`config.mk`:
```
export PLATFORM = sky130hd
export DESIGN_NAME = cksum_check
export DESIGN_NICKNAME = d
export VERILOG_FILES = /design/src/rtl/cksum_check.sv
export SDC_FILE = /design/constraint.sdc
export NUM_CORES = 1
export LEC_CHECK = 0
export BUFFER_PORTS_ARGS = -buffer_cell sky130_fd_sc_hd__buf_2
export CAP_MARGIN = 40
export CORE_MARGIN = 2
export CORE_UTILIZATION = 62
export CTS_CLUSTER_SIZE = 16
export DETAILED_ROUTE_END_ITERATION = 10
export HOLD_SLACK_MARGIN = 0.1
export PLACE_DENSITY = 0.87
export SETUP_SLACK_MARGIN = 0.1
export SYNTH_ARGS = -nofsm -noshare
export SYNTH_HDL_FRONTEND = slang
export SYNTH_SLANG_ARGS = --single-unit
```
`constraint.sdc`:
```
create_clock -name clk -period 7.1 [get_ports clk]
set_input_delay 0.355 -clock clk [delete_from_list [all_inputs] [get_ports clk]]
set_output_delay 0.355 -clock clk [all_outputs]
set_load 0.005 [all_outputs]
```
`src/rtl/cksum_check.sv`:
```
// -----------------------------------------------------------------------------
// cksum_check
//
// Verifies a 16-bit ones-complement checksum (IPv4 style) over a field held in
// memory. On a start request the block walks the field one halfword per cycle,
// accumulates into a 32-bit sum, folds the carries back in twice and reports
// pass when the folded sum is all-ones.
//
// Optional feature (compile-time macro CKSUM_CHECK_ERRCNT_EN):
//   adds err_cnt_o, a saturating count of failed checks.
//
// Ports
//   clk            sole clock, rising edge
//   rst            asynchronous, active-low reset
//   start_i        verify request, level, held until ready_o is seen
//   field_start_i  byte address of the first halfword (checksum included)
//   field_len_i    covered field length in bytes
//   mem_ce_o       memory chip enable (high while halfwords are fetched)
//   mem_we_o       memory write enable, always 0
//   mem_addr_o     memory byte address
//   mem_width_o    access width in bytes (2 once a check has started)
//   mem_data_o     memory write data, always 0
//   mem_data_i     same-cycle read data, halfword in bits [15:0]
//   ready_o        result valid
//   pass_o         checksum correct, qualified by ready_o
//   err_cnt_o      failed-check counter (CKSUM_CHECK_ERRCNT_EN only)
//
// State table
//   state | meaning
//   FREE  | idle, waiting for start_i; last result still shown
//   SUM   | one halfword accumulated per cycle until addr reaches end_addr
//   FOLD  | second carry fold, result compare, ready_o raised
//   DONE  | result held until start_i drops
// -----------------------------------------------------------------------------

`ifndef ADDR_BUS
`define ADDR_BUS 31:0
`endif
`ifndef DATA_BUS
`define DATA_BUS 31:0
`endif

module cksum_check #(
    parameter int ERR_CNT_W = 16
) (
    input  logic             clk,
    input  logic             rst,
    input  logic             start_i,
    input  logic [`ADDR_BUS] field_start_i,
    input  logic [`DATA_BUS] field_len_i,
    output logic             mem_ce_o,
    output logic             mem_we_o,
    output logic [`ADDR_BUS] mem_addr_o,
    output logic [3:0]       mem_width_o,
    output logic [`DATA_BUS] mem_data_o,
    input  logic [`DATA_BUS] mem_data_i,
    output logic             ready_o,
    output logic             pass_o
`ifdef CKSUM_CHECK_ERRCNT_EN
    ,
    output logic [ERR_CNT_W-1:0] err_cnt_o
`endif
);

    localparam logic [1:0] FREE = 2'd0;
    localparam logic [1:0] SUM  = 2'd1;
    localparam logic [1:0] FOLD = 2'd2;
    localparam logic [1:0] DONE = 2'd3;

    if (ERR_CNT_W < 1) begin : g_err_cnt_w_invalid
        $error("cksum_check: ERR_CNT_W must be at least 1");
    end

    logic [1:0]       state;
    logic [`ADDR_BUS] addr;
    logic [`ADDR_BUS] end_addr;
    logic [31:0]      acc;
    logic             ce;
    logic [3:0]       width;
    logic             ready;
    logic             pass;

    // Upper halves of the acc summed; used for both folds. After the first
    // fold acc is at most 0x1FFFE, so the second fold cannot carry again.
    logic [16:0]      acc_fold;
    logic             fold_pass;
    logic             addr_below_end;

    // Only the low halfword of the read bus carries data.
    logic             unused_data_hi;

    assign acc_fold       = {1'b0, acc[31:16]} + {1'b0, acc[15:0]};
    assign fold_pass      = (acc_fold[15:0] == 16'hFFFF);
    assign addr_below_end = (addr < end_addr);
    assign unused_data_hi = ^mem_data_i[31:16];

    always_ff @(posedge clk or negedge rst) begin
        if (!rst) begin
            state    <= FREE;
            addr     <= '0;
            end_addr <= '0;
            acc      <= '0;
            ce       <= 1'b0;
            width    <= 4'd0;
            ready    <= 1'b0;
            pass     <= 1'b0;
        end else begin
            case (state)
                FREE: begin
                    if (start_i) begin
                        // end_addr wraps modulo 2^32; a wrapped end lands below
                        // the start so SUM exits immediately with nothing summed.
                        end_addr <= field_start_i + field_len_i;
                        addr     <= field_start_i;
                        ce       <= 1'b1;
                        width    <= 4'd2;
                        acc      <= '0;
                        ready    <= 1'b0;
                        pass     <= 1'b0;
                        state    <= SUM;
                    end
                end
                SUM: begin
                    if (addr_below_end) begin
                        acc  <= acc + {16'h0, mem_data_i[15:0]};
                        addr <= addr + 32'd2;
                    end else begin
                        ce    <= 1'b0;
                        acc   <= {15'h0, acc_fold};
                        state <= FOLD;
                    end
                end
                FOLD: begin
                    pass  <= fold_pass;
                    ready <= 1'b1;
                    state <= DONE;
                end
                DONE: begin
                    if (!start_i) begin
                        state <= FREE;
                    end
                end
                default: begin
                    state <= FREE;
                end
            endcase
        end
    end

`ifdef CKSUM_CHECK_ERRCNT_EN
    logic [ERR_CNT_W-1:0] err_cnt;

    always_ff @(posedge clk or negedge rst) begin
        if (!rst) begin
            err_cnt <= '0;
        end else if ((state == FOLD) && !fold_pass && (err_cnt != {ERR_CNT_W{1'b1}})) begin
            err_cnt <= err_cnt + 1'b1;
        end
    end

    assign err_cnt_o = err_cnt;
`endif

    assign mem_ce_o    = ce;
    assign mem_we_o    = 1'b0;
    assign mem_addr_o  = addr;
    assign mem_width_o = width;
    assign mem_data_o  = '0;
    assign ready_o     = ready;
    assign pass_o      = pass;

endmodule

```
# Yosys cells after proc, flatten, opt, wreduce, memory -nomap -nowiden
# Index checks and enable logic that the tools add are counted.
# totals
mem_bits_rw,0
memories,0
romBits,0
word_cells,46
register_bits,102
latch_bits,0
# op_classes
reduce_logical,9
add_sub_neg,4
mux,16
div,0
order_cmp,1
shift,0
n_bitwise,0
n_mul,0
eq_ne,8
# ops
operator,count
32-bit 2-to-1 mux,4
32-bit case mux with 2 select lines,2
32-bit by 16-bit adder with 32-bit output,1
"32-bit by 2-bit adder with 32-bit output, second input constant",1
32-bit adder,1
32-bit < comparator,1
16-bit by 16-bit adder with 17-bit output,1
"16-bit equality test, second input constant",1
3-bit AND reduction,3
"2-bit inequality test, second input constant",4
2-bit case mux with 4 select lines,1
2-bit 2-to-1 mux,3
1-bit case mux with 2 select lines,3
2-bit AND reduction,3
"2-bit equality test, second input constant",2
2-bit nonzero test,2
1-bit 2-to-1 mux,3
"2-bit by 1-bit equality test with 1-bit output, second input constant",1
2-bit logical NOT,1

# Depth between registers and ports, before layout
# logic_depth
ltp_word,3
ltp_mapped,13

# Least setup slack after synthesis
# No wires, ideal clock.
# synth_path
kind,reg-to-reg
start,register acc[0]
end,register acc[24]
path_slack_ns,4.295
stages_incl_launch_ff,14
arrival_ns,2.684
required_ns,6.979
synth_period_minus_slack_ns,2.805
setup_time_ns,0.121
path_cell_list,dfrtp_1 ha_1 inv_1 fa_1 nor2b_1 o31a_1 o21ai_1 a21boi_1 a2111oi_1 o31a_1 buf_2 nor3b_1 o21ai_0 a22o_1
# synth_via
elab_chain_len,3
# synth_rtl
item,line_no,text
start: declaration,77,logic [31:0] acc;
start signal: assignment,125,"acc <= acc + {16'h0, mem_data_i[15:0]};"
start signal: assignment,129,"acc <= {15'h0, acc_fold};"
32-bit by 16-bit adder with 32-bit output,125,
32-bit 2-to-1 mux,124,if (addr_below_end) begin
32-bit case mux with 2 select lines,108,case (state)
# No other way between the ends.
# A chain may end at the register's enable or synchronous reset.

# Worst setup path in the final report
# layout_path
start,"register addr[17], in the netlist mem_addr_o[17]"
end,register state[1]
# layout_via
elab_chain_len,3
# layout_rtl
item,line_no,text
start: declaration,75,logic [`ADDR_BUS] addr;
start signal: assignment,114,addr <= field_start_i;
start signal: assignment,126,addr <= addr + 32'd2;
32-bit < comparator,94,assign addr_below_end = (addr < end_addr);
2-bit inequality test (no line),n/a,
3-bit AND reduction (no line),n/a,
end signal: assignment,99,state <= FREE;
end signal: assignment,120,state <= SUM;
end signal: assignment,130,state <= FOLD;
end: declaration,74,logic [1:0] state;
# No other way between the ends.

==> impl_metrics.tcl <==
set metrics [dict create \
    synth_edf_count 0 \
    cp.arrival_ns 3.82 \
    grt_pass1_wl_um 40000 \
    n_fill_cell 1224 \
    yosysUniqueCellTypes 71 \
    seqPwrFrac_pct 27.3 \
    avgRoutedWirePerCell_um 16.6 \
    nets 1457 \
    postCtsHoldBufs 1 \
    worstHoldPathCells 3 \
    intPower_mw 2.08 \
    grt_usage_pct 29.8 \
    hp-start "field_start_i[16]" \
    r2r-end "state[1]$_DFFE_PN0P_" \
    crit_fanout 20 \
    final.min_clock_period_ns 3.58 \
    fmax_mhz 280 \
    setup_viol 0 \
    h-tree-depth 3 \
    post_cts_buffers 0 \
    hpwl_um 17700 \
    cts_resized 0 \
    grt_setup_unrepaired "false" \
    cts_tree "yes" \
    syn_area_um2 9490 \
    crit_path_start_kind "flip-flop" \
    fin_worst_skew_ns 0.00654 \
    die_w_um 128 \
    final_common_cell "buf_2" \
    fin_ws_ns 3.52 \
    worst_slew_pin_slew_ns 0.825 \
    min_path_type "input port to flip-flop" \
    p_leak_nw 5.11 \
    start_util_pct 62.9 \
    fin_crit_sh_pct 50.4 \
    fp.dieH_um 128 \
    reg2reg_from "mem_addr_o[17]$_DFFE_PN0P_" \
    grt_pass1_vias 8472 \
    post-place-ws_ns 3.57 \
    crit_path_max_incr_delay_ns 0.50 \
    ys_seq_area_share_pct 26.9 \
    grt_max_degree 77 \
    cp_cell_sequence "ha_1 > a21o_1 > a21o_1 > a2111oi_4 > o211ai_2 > a21oi_2 > buf_4 > nand2_1 > nand2_1 > mux2_2" \
    firstDrtPassIters 6 \
    end_kind "flip-flop" \
    clkLatencyLatePin_ns 0.36 \
    syn_inst 1161 \
    pwr-share-comb_pct 58.9 \
    portBuffers 118 \
    power.switching_mw 1.91 \
    drt_iter0_drc 1062 \
    finalWirelength_um 24000 \
    slew_viol_final 0 \
    drtAntennaViolNets 0 \
    tns_ns 0 \
    area_growth_pct 10.0 \
    drive_gt1_share_pct 13.5 \
    hold_viol_final 0 \
    antenna_found_initial 0 \
    n_antenna_cell 0 \
    max-vdd-ir-drop_v 0.000278 \
    worst-setup-path-type "flip-flop to flip-flop" \
    slew-limit-headroom_pct 44.8 \
    mostFrequentLayoutCells "buf_2, nand2_1, o21ai_0, dfrtp_1, a21oi_1" \
    root_buffer "clkbuf_16" \
    critPathRequiredTime_ns 7.34 \
    status "complete, no violations" \
    ff2ff_path_depth 10 \
    synth-warning-count 0 \
    globalplace.congestion 0.863 \
    core_um2 15100 \
    power.share.clock_pct 13.8 \
    synth_seq_cells 102 \
    multi_input_area_um2 6340 \
    vias 8995 \
    clk_path_buf_depth 2 \
    grt-ovfl-total 0 \
    crit_slowest_cell "a21oi_2" \
    regArea_um2 2550 \
    swShare_pct 47.9 \
    clk_pin_slew_ns 0.07 \
    row_count 45 \
    ys.flop_type "dfrtp_1" \
    holdPathEnd "mem_addr_o[16]$_DFFE_PN0P_" \
    viasPerCell 6.21 \
    cts_buffers 9 \
    p_per_area_nw_per_um2 383 \
    rrSetupSlack_ns 3.52 \
    async_reset_ff_share_pct 100 \
    drc 0 \
    avgSynthCellArea_um2 8.18 \
    maxCapViolCount 0 \
    pin_count 171 \
    clkSinkCount 102 \
    dieArea_um2 16300 \
]
## worst max-delay path by stage
stage	to	depth (start not counted)	slack (ns)	startpoint
global placement	state[1]$_DFFE_PN0P_	10	3.61	mem_addr_o[17]$_DFFE_PN0P_
CTS	state[1]$_DFFE_PN0P_	10	3.57	mem_addr_o[17]$_DFFE_PN0P_
floorplan	acc[24]$_DFFE_PN0P_	13	4.29	acc[0]$_DFFE_PN0P_
finish	state[1]$_DFFE_PN0P_	10	3.52	mem_addr_o[17]$_DFFE_PN0P_
detailed placement	state[1]$_DFFE_PN0P_	10	3.57	mem_addr_o[17]$_DFFE_PN0P_
global route	state[1]$_DFFE_PN0P_	11	3.35	mem_addr_o[13]$_DFFE_PN0P_
## layout make-up
class,count,area share [%]
clock buffer,11,2.32
clock inverter,5,0.791
inverter,75,2.70
multi-input combinational,938,60.7
sequential,102,24.4
tap,188,2.25
timing repair buffer,129,6.76
## cell families (layout without fill, tap and decap cells)
kind of cell	Yosys count	count (layout)	share of synthesized area, %
AND/OR/NAND/NOR	314	314	15.9
flip-flops	102	102	26.9
AO/OA/AOI/OAI	400	400	27.3
adder cells (fa/ha/maj)	103	103	13.8
XOR/XNOR	52	52	4.80
buffers and inverters	156	220	7.74
other	1	36	0.0395
multiplexers	33	33	3.58
## power groups by stage
stage / Sequential, mW / Clock, mW / Combinational [mW]
after global placement: 1.08 / 0 / 2.18
final: 1.09 / 0.551 / 2.35
after floorplan: 1.02 / 0 / 1.74
after detailed placement: 1.09 / 0 / 2.29
after CTS: 1.08 / 0.547 / 2.33
after global routing: 1.13 / 0.570 / 2.63
## registers in the layout, indices dropped and copies added, names as in the netlist
signal / count
acc: 32
state: 2
mem_width_o: 1
end_addr: 32
mem_addr_o: 32
ready_o: 1
pass_o: 1
mem_ce_o: 1
## metrics by stage
step                util, %  power (mW)  cells  hold slack, ns  cell area (um^2)
floorplan                 -        2.76   1196          0.0594              9630
finish                 69.2        4.00   1448           0.285             10400
global route           69.2        4.33   1448           0.297             10400
CTS                    69.2        3.96   1448           0.283             10400
detailed placement     67.0        3.38   1431           0.307             10100
global placement       66.7        3.25   1429           0.305             10100
## synthesized netlist by cell type (3+ instances only)
cell type	count	area, um^2
or2_2	4	25.0
inv_1	74	278
nor2_1	68	255
nand3_1	31	155
a21oi_1	100	500
a211o_1	6	52.6
a2111oi_4	3	82.6
o21ai_0	102	510
o22ai_1	23	144
nor3_1	12	60.1
nand2_1	107	402
a22o_1	6	52.6
clkbuf_1	34	128
o211ai_1	6	45.0
ha_1	100	1250
o21bai_1	6	45.0
mux2i_1	25	250
o221ai_1	4	35.0
nor4_1	6	37.5
buf_2	5	25.0
nor3b_1	3	22.5
buf_4	38	285
o21a_1	17	128
and4_1	4	35.0
fa_1	3	60.1
nand4_1	24	150
dfrtp_1	102	2550
nand2b_1	11	68.8
mux2_2	8	90.1
or3_1	9	56.3
a31oi_1	9	56.3
a41oi_1	3	26.3
o21ai_1	8	40.0
a21o_1	40	300
o31a_1	7	61.3
and3_1	20	125
o22a_1	3	26.3
a211oi_1	15	113
xor2_1	23	201
a311oi_1	4	35.0
xnor2_1	29	254
buf_1	4	15.0
nor2b_1	8	50.1
o31ai_1	10	75.1
## layer usage
layer  wire length, um  global-route usage (%)  vias up
li1                  -                       -     4390
met1             10200                    38.1     4211
met2             11600                    50.4      338
met3              1560                    5.59       56
met4               663                    11.2        0
met5                 0                       0        -
## worst max-delay path: cells and delay by family, from the launching register on
family / cells / cell delay [ns]
AO/OA/AOI/OAI: 5 / 1.60
adder cells (fa/ha/maj): 1 / 0.35
buffers and inverters: 1 / 0.36
flip-flops: 1 / 0.45
multiplexers: 1 / 0.34
AND/OR/NAND/NOR: 2 / 0.36
(Power assumes the default switching activity.)
